`src/rtl/fp12_pkg.sv`:
```
// Shared types and constants for the 12-bit small-float adder sequencer.
// Format: {sign, exp[3:0], frac[6:0]} with a hidden leading one; exp 0 means zero.
package fp12_pkg;

  localparam int EXP_W    = 4;
  localparam int MAN_W    = 7;
  localparam int MAX_EXP  = 15;
  localparam int SIGN_BIT = 11;
  localparam int EXP_MSB  = 10;
  localparam int EXP_LSB  = 7;

  typedef enum logic [2:0] {
    IDLE,
    ALIGN,
    ADD,
    NORM,
    DONE
  } state_t;

  typedef struct packed {
    logic             sign;
    logic [EXP_W-1:0] exp;
    logic [MAN_W-1:0] frac;
  } fp12_t;

endpackage

```
`src/rtl/fp12_align_shifter.sv`:
```
// Combinational right shifter for the smaller significand during alignment.
// Bits shifted out are dropped; any amount of 8 or more yields zero.
module fp12_align_shifter (
  input  logic [7:0] sig,
  input  logic [3:0] amt,
  output logic [7:0] shifted
);

  always_comb begin
    shifted = amt[3] ? 8'h00 : (sig >> amt[2:0]);
  end

endmodule

```
`src/rtl/fp12_add_seq_ctrl.sv`:
```
// Multi-cycle sequencer for the 12-bit float adder: accept, align, add,
// iterative normalize (one left shift per cycle), then hold the result until taken.
import fp12_pkg::*;

module fp12_add_seq_ctrl (
  input  logic        clk,
  input  logic        rst_n,
  input  logic        in_valid,
  output logic        in_ready,
  input  logic [11:0] x,
  input  logic [11:0] y,
  output logic        out_valid,
  input  logic        out_ready,
  output logic [11:0] z,
  output logic        ovf,
  output logic        unf,
  output logic        busy
);

  state_t state, state_nx;

  fp12_t      xr, yr, gop, lop, zr;
  logic       x_big, zero_op, res_sign, sub, ovf_r, unf_r;
  logic [3:0] shamt, ge;
  logic [7:0] lsig_sh, gsig, lsig;
  logic [8:0] sum;

  always_comb begin
    x_big   = {xr.exp, xr.frac} >= {yr.exp, yr.frac};
    gop     = x_big ? xr : yr;
    lop     = x_big ? yr : xr;
    shamt   = gop.exp - lop.exp;
    zero_op = (xr.exp == 4'd0) || (yr.exp == 4'd0);
  end

  fp12_align_shifter u_shift (
    .sig     ({1'b1, lop.frac}),
    .amt     (shamt),
    .shifted (lsig_sh)
  );

  always_ff @(posedge clk or negedge rst_n) begin
    if (!rst_n) state <= IDLE;
    else        state <= state_nx;
  end

  // A zero operand skips ADD: ALIGN preloads it as an already-normalized sum
  // so NORM passes it through unchanged, giving the two-cycle shortcut.
  always_comb begin
    state_nx = state;
    case (state)
      IDLE:  if (in_valid) state_nx = ALIGN;
      ALIGN: state_nx = zero_op ? NORM : ADD;
      ADD:   state_nx = NORM;
      NORM:  if (sum == 9'd0 || sum[8] || sum[7] || ge == 4'd1) state_nx = DONE;
      DONE:  if (out_ready) state_nx = IDLE;
      default: state_nx = IDLE;
    endcase
  end

  always_comb begin
    in_ready  = (state == IDLE);
    busy      = (state != IDLE);
    out_valid = (state == DONE);
    z         = zr;
    ovf       = ovf_r;
    unf       = unf_r;
  end

  always_ff @(posedge clk or negedge rst_n) begin
    if (!rst_n) begin
      xr       <= '0;
      yr       <= '0;
      gsig     <= '0;
      lsig     <= '0;
      ge       <= '0;
      res_sign <= 1'b0;
      sub      <= 1'b0;
      sum      <= '0;
      zr       <= '0;
      ovf_r    <= 1'b0;
      unf_r    <= 1'b0;
    end else begin
      case (state)
        IDLE: begin
          if (in_valid) begin
            xr <= x;
            yr <= y;
          end
        end
        ALIGN: begin
          if (xr.exp == 4'd0 && yr.exp == 4'd0) begin
            sum      <= '0;
            ge       <= '0;
            res_sign <= 1'b0;
          end else if (xr.exp == 4'd0) begin
            sum      <= {2'b01, yr.frac};
            ge       <= yr.exp;
            res_sign <= yr.sign;
          end else if (yr.exp == 4'd0) begin
            sum      <= {2'b01, xr.frac};
            ge       <= xr.exp;
            res_sign <= xr.sign;
          end else begin
            gsig     <= {1'b1, gop.frac};
            lsig     <= lsig_sh;
            ge       <= gop.exp;
            res_sign <= gop.sign;
            sub      <= xr.sign ^ yr.sign;
          end
        end
        ADD: begin
          sum <= sub ? ({1'b0, gsig} - {1'b0, lsig}) : ({1'b0, gsig} + {1'b0, lsig});
        end
        NORM: begin
          if (sum == 9'd0) begin
            zr <= '0;
          end else if (sum[8]) begin
            if (ge == 4'(MAX_EXP)) begin
              zr    <= {res_sign, 4'hF, 7'h7F};
              ovf_r <= 1'b1;
            end else begin
              zr <= {res_sign, ge + 4'd1, sum[7:1]};
            end
          end else if (sum[7]) begin
            zr <= {res_sign, ge, sum[6:0]};
          end else if (ge == 4'd1) begin
            zr    <= {res_sign, 11'd0};
            unf_r <= 1'b1;
          end else begin
            sum <= {sum[7:0], 1'b0};
            ge  <= ge - 4'd1;
          end
        end
        DONE: begin
          if (out_ready) begin
            ovf_r <= 1'b0;
            unf_r <= 1'b0;
          end
        end
        default: ;
      endcase
    end
  end

endmodule

```
`config.mk`:
```
export PLATFORM = sky130hd
export DESIGN_NAME = fp12_add_seq_ctrl
export DESIGN_NICKNAME = d
export VERILOG_FILES = /design/src/rtl/fp12_pkg.sv /design/src/rtl/fp12_align_shifter.sv /design/src/rtl/fp12_add_seq_ctrl.sv
export SDC_FILE = /design/constraint.sdc
export NUM_CORES = 1
export LEC_CHECK = 0
export ABC_AREA = 0
export BUFFER_PORTS_ARGS = -buffer_cell sky130_fd_sc_hd__buf_4
export CORE_AREA = 2 2 105 107
export CTS_CLUSTER_DIAMETER = 120
export DETAILED_ROUTE_END_ITERATION = 7
export DIE_AREA = 0 0 107 109
export PLACE_DENSITY = 0.71
export SYNTH_ARGS = -nofsm -noshare
export SYNTH_HDL_FRONTEND = slang
export SYNTH_HIERARCHICAL = 1
export SYNTH_SLANG_ARGS = --single-unit
```
`constraint.sdc`:
```
create_clock -name clk -period 3 [get_ports clk]
set_input_delay 0.6 -clock clk [delete_from_list [all_inputs] [get_ports clk]]
set_output_delay 0.6 -clock clk [all_outputs]
set_load 0.02 [all_outputs]
```
* Yosys cells after proc, flatten, opt, wreduce, memory -nomap -nowiden
Cells that the tools add are included.
** Storage, ports and cells
- Word-level logic and storage cells :: 115
- Bits in registers :: 72
- Input bits :: 28
** Cells by class
- Shift operators :: 1
- Multiplexer cells :: 43
- Equality and inequality tests :: 17
- Reductions and logical operators :: 24
- Bitwise gates (word level) :: 4
- Add/subtract/negate cells :: 5
- Order comparisons :: 1
** Operator list (count)
- $mux W12 :: 5
- $mux W9 :: 6
- $mux W4 :: 7
- $pmux W9 S3 :: 1
- $mux W8 :: 3
- $mux W11 :: 2
- $ne A2 B2 Y1 const B :: 9
- $pmux W3 S5 :: 1
- $mux W1 :: 12
- $reduce_and A6 Y1 :: 2
- $ge A11 B11 Y1 :: 1
- $reduce_and A5 Y1 :: 2
- $add A8 B8 Y9 :: 1
- $logic_not A9 Y1 :: 1
- $mux W3 :: 3
- $sub A8 B8 Y9 :: 1
- $logic_not A4 Y1 :: 2
- $pmux W4 S2 :: 1
- $reduce_and A4 Y1 :: 2
- $shr A8 B3 Y8 :: 1
- $eq A3 B2 Y1 const B :: 2
- $reduce_and A3 Y1 :: 2
- $reduce_bool A3 Y1 :: 2
- $add A4 B1 Y4 const B :: 1
- 17 further kinds :: 25

* Logic depth before layout (Yosys ltp)
- Depth after elaboration :: 6
- Gate-level depth with buffers :: 16
- Mapped depth without buffers :: 14

* Modules after synthesis
The synthesis kept the hierarchy.
** Modules (own cells, without submodules)
- fp12_add_seq_ctrl :: times used 1, seq. area each 1801.7 µm², area each 4381.7 µm², cells each 496
- fp12_align_shifter :: times used 1, seq. area each 0.0 µm², area each 250.2 µm², cells each 34

* Worst setup path before layout
OpenSTA, ideal clock, no wires.
- Path type :: register -> register
- From :: reg xr[8] in the netlist's numbering
- To :: reg lsig[3]
- Arrival :: 3.164 ns
- Cell stages (with the launch flop) :: 15
- Path buffers :: 2
- Slack :: -0.288 ns
- Period minus slack after synthesis :: 3.288 ns
- Cell sequence :: dfrtp_1 -> ha_1 -> a21oi_1 -> o21ai_0 -> a31oi_1 -> and2_1 -> clkbuf_1 -> mux2_2 -> ha_1 -> nand2b_1 -> o2111ai_1 -> or2_1 -> buf_2 -> o32ai_1 -> mux2_2
** Between the ends
- Word-level cells in the longest chain between the ends :: 5
** Ends and longest elaborated chain
- start, declared :: line fp12_add_seq_ctrl.sv:22 : fp12_t xr, yr, gop, lop, zr;
- start signal, assigned :: line fp12_add_seq_ctrl.sv:72 : xr <= '0;
- start signal, assigned :: line fp12_add_seq_ctrl.sv:87 : xr <= x;
- $ge A11 B11 Y1 :: line fp12_add_seq_ctrl.sv:29 : x_big = {xr.exp, xr.frac} >= {yr.exp, yr.frac};
- $mux W12 or $mux W11 (tied branches) :: line fp12_add_seq_ctrl.sv:30, fp12_add_seq_ctrl.sv:31
- $sub A4 B4 Y4 * :: line fp12_add_seq_ctrl.sv:32 : shamt = gop.exp - lop.exp;
- net shamt[2] :: line fp12_add_seq_ctrl.sv:24 : logic [3:0] shamt, ge;
- $shr A8 B3 Y8 * :: line fp12_align_shifter.sv:10 : shifted = amt[3] ? 8'h00 : (sig >> amt[2:0]);
- $mux W8 * :: line fp12_align_shifter.sv:10
- net lsig_sh[3] :: line fp12_add_seq_ctrl.sv:25 : logic [7:0] lsig_sh, gsig, lsig;
- end signal, assigned :: line fp12_add_seq_ctrl.sv:106 : lsig <= lsig_sh;
- end, declared :: line fp12_add_seq_ctrl.sv:25
Mark *: on every way through the listed nets, which the timed path passes. The rest lies on a longest branch.
A chain may end at the register's enable or synchronous reset.

* Final worst setup path
- From :: reg yr[8] in the netlist's numbering
- To :: reg lsig[2]
** Between the ends
- Word-level cells in the longest chain between the ends :: 5
** Ends and longest elaborated chain
- start, declared :: line fp12_add_seq_ctrl.sv:22
- start signal, assigned :: line fp12_add_seq_ctrl.sv:88 : yr <= y;
- $ge A11 B11 Y1 :: line fp12_add_seq_ctrl.sv:29
- $mux W12 or $mux W11 (tied branches) :: line fp12_add_seq_ctrl.sv:30, fp12_add_seq_ctrl.sv:31
- $sub A4 B4 Y4 * :: line fp12_add_seq_ctrl.sv:32
- net shamt[2] :: line fp12_add_seq_ctrl.sv:24
- $shr A8 B3 Y8 * :: line fp12_align_shifter.sv:10
- $mux W8 * :: line fp12_align_shifter.sv:10
- net lsig_sh[2] :: line fp12_add_seq_ctrl.sv:25
Marked as above.

==> results.py <==
metrics = {
    "yosys": {
        "dominantRegCellSynth": "dfrtp_1",
        "synth-seq-cells": 72,
        "syn_area_per_cell_um2": 8.74,
        "synth_cell_types": 62,
        "yosysWarningCount": 6,
        "async_reset_ff_frac": 1.00,
        "ys_seq_area_frac": 0.389,
        "synth_cells": 530,
        "synth-edff-count": 0,
        "syn_area_um2": 4630,
    },
    "route": {
        "via_count": 4153,
        "post_drt_wl_per_cell_um": 15.2,
        "ant_nets": 0,
        "drtIter0Drc": 284,
        "viasPerCell": 5.59,
        "dr.pass1.iters": 5,
        "drc": 0,
        "finalWirelength_um": 11300,
    },
    "cts": {
        "clk_path_buf_depth": 2,
        "clk_latency_ps": 360,
        "cts_hold_buf": 0,
        "cts_made_buffers": 9,
        "cts_tree": "done",
        "htreeDepth": 3,
        "clock_sinks": 72,
        "path_clk_slew_ps": 80,
        "clockRootBuffer": "clkbuf_8",
    },
    "timing": {
        "final.setup_skew_ps": 11.4,
        "slew_violations": 0,
        "period_share": 0.991,
        "timing_hold_violations_final": 0,
        "slew_headroom": 0.380,
        "period_needed_ps": 2970,
        "tightest_slew_ps": 930,
        "layout_setup_ws_ps": 27.9,
        "setup_violations": 0,
        "holdWs_ps": 326,
        "fmax_mhz": 336,
    },
    "grt": {
        "overflow": 0,
        "antenna_found_initial": 0,
        "grt_pass1_wl_um": 18600,
        "track_usage": 0.201,
        "grt_max_degree": 73,
        "grt_pass1_vias": 3940,
    },
    "worst_setup_path": {
        "critPathLaunchType": "flip-flop",
        "cp.arrival_ps": 3210,
        "cp_cell_sequence": "inv_2 -> ha_4 -> and4_1 -> a31oi_1 -> and2_4 -> mux2_2 -> ha_2 -> nand2b_4 -> o2111ai_2 -> or2_4 -> o32ai_2 -> mux2_4",
        "crit_buf_inv": 1,
        "endpoint_kind": "flip-flop",
        "crit_fanout": 8,
        "cp_top_family": "simple AND/OR/NAND/NOR gates",
        "worstPathRequired_ps": 3240,
        "r2r_slack_ps": 30,
        "critPathSlowestCell": "dfrtp_1",
        "criticalPathCategory": "flip-flop to flip-flop",
        "slowest_delay_ps": 390,
    },
    "final_layout": {
        "synthToLayoutAreaGrowth_pct": 22.7,
        "drive_gt1_frac": 0.267,
        "antennaDiodeCount": 0,
        "final_nets": 652,
    },
    "die": {
        "die_y_um": 109,
        "start_util": 0.437,
        "core_area_um2": 10600,
        "fp.dieW_um": 107,
        "io_pins": 45,
        "die-area_um2": 11700,
        "placementRows": 38,
    },
    "placed_design": {
        "place.port_buffers": 44,
        "routabilityCongestion": 0.912,
        "place_ws_ps": -65.0,
        "dp_hpwl_um": 8140,
    },
    "run_status": {
        "status": "complete, no violations",
    },
    "min_path": {
        "min_path_type": "input pin to async pin",
    },
    "run": {
        "cap_violations": 0,
    },
}
[worst reg2reg max path: stages (launching register included)]
cell and delay [ps]:
dfrtp_1 390, inv_2 90, ha_4 220, and4_1 200, a31oi_1 220, and2_4 190, mux2_2 330, ha_2 180
nand2b_4 140, o2111ai_2 260, or2_4 250, o32ai_2 110, mux2_4 270
[metal layers]
| metal | track usage | vias up | part of all wire |
|---|---|---|---|
| li1 | - | 2027 | - |
| met1 | 0.271 | 1981 | 0.46 |
| met2 | 0.324 | 121 | 0.46 |
| met3 | 0.0389 | 24 | 0.047 |
| met4 | 0.0714 | 0 | 0.026 |
| met5 | 0 | - | 0 |
[sequential cells by signal (all words and copies together) (netlist names)]
name and count:
z 12, gsig 8, unf 1, sum 9, res_sign 1, xr 12
state 3, ge 4, yr 12, sub 1, lsig 8, ovf 1
[cell families after synthesis]
kind of cell             Yosys count  synth area share
AO/OA/AOI/OAI                    155             0.215
XOR/XNOR                          12            0.0227
adder cells (fa/ha/maj)           25            0.0692
buffers and inverters             55            0.0505
flip-flops                        72             0.389
multiplexers                      32            0.0762
other                              1          0.000810
AND/OR/NAND/NOR                  178             0.177
[worst paths after layout]
kind / from / endpoint / depth (start not counted)
min in group clk: out_ready / ovf / 2
worst min register to register: z[7] / z[7] / 1
max in group asynchronous: rst_n / z[5] / 1
worst max-delay path: yr[8] / lsig[2] / 12
worst min-delay path: rst_n / z[10] / 1
worst max register to register: yr[8] / lsig[2] / 12
[what timing repair did]
action                                 in CTS  in global routing
endpoints found under the hold margin       0                  0
setup endpoints to repair                   8                  8
resized for setup                           3                 25
pin swaps                                   1                  8
buffers inserted                            0                 10
[cells in the mapped netlist (all sizes together) (5+ instances only)]
master   n  share of area
a221oi   5         0.0095
nor2    48          0.039
ha      24          0.065
inv     26          0.021
nand2   75          0.061
nor3     8         0.0086
a21oi   43          0.049
nor4     5         0.0068
o21ai   42          0.045
nand2b   5         0.0068
a31oi   14          0.019
dfrtp   72           0.39
and2     6         0.0081
buf      9          0.013
a21o    10          0.016
clkbuf  20          0.016
mux2    23          0.057
xnor2   11          0.021
o32ai    6          0.011
a211oi  12          0.019
mux2i    9          0.019
[stage by stage]
step | util | cells | TNS [ps] | area (um2)
5_1_grt | 0.536 | 743 | -113 | 5680
2_1_floorplan | - | 531 | 0 | 4700
4_1_cts | 0.517 | 733 | 0 | 5480
3_5_place_dp | 0.499 | 718 | -113 | 5290
6_report | 0.536 | 743 | 0 | 5680
3_3_place_gp | 0.499 | 718 | 0 | 5290
[cells in the final DEF, fill, tap and decap left out, types with 10 or more instances in the layout]
cell / instances
xnor2_1: 11
mux2_2: 19
a31oi_1: 14
a21oi_1: 36
dfrtp_1: 72
a21o_1: 10
nor2_1: 48
nand2_1: 75
buf_4: 85
o21ai_0: 39
ha_1: 17
a211oi_1: 11
inv_1: 19
[layout make-up]
class                   instances  area (um2)
multi-input cells             404        2770
clock inverters                 6        61.3
fillers                       946        4920
well taps                     140         175
repair buffers                 86         649
flip-flops and latches         72        1800
inverters                      26        97.6
clock buffers                   9         124
Power is left out: the tool's default activity adds up to more than one toggle a clock period on the data nets, which glitch-free logic cannot reach.
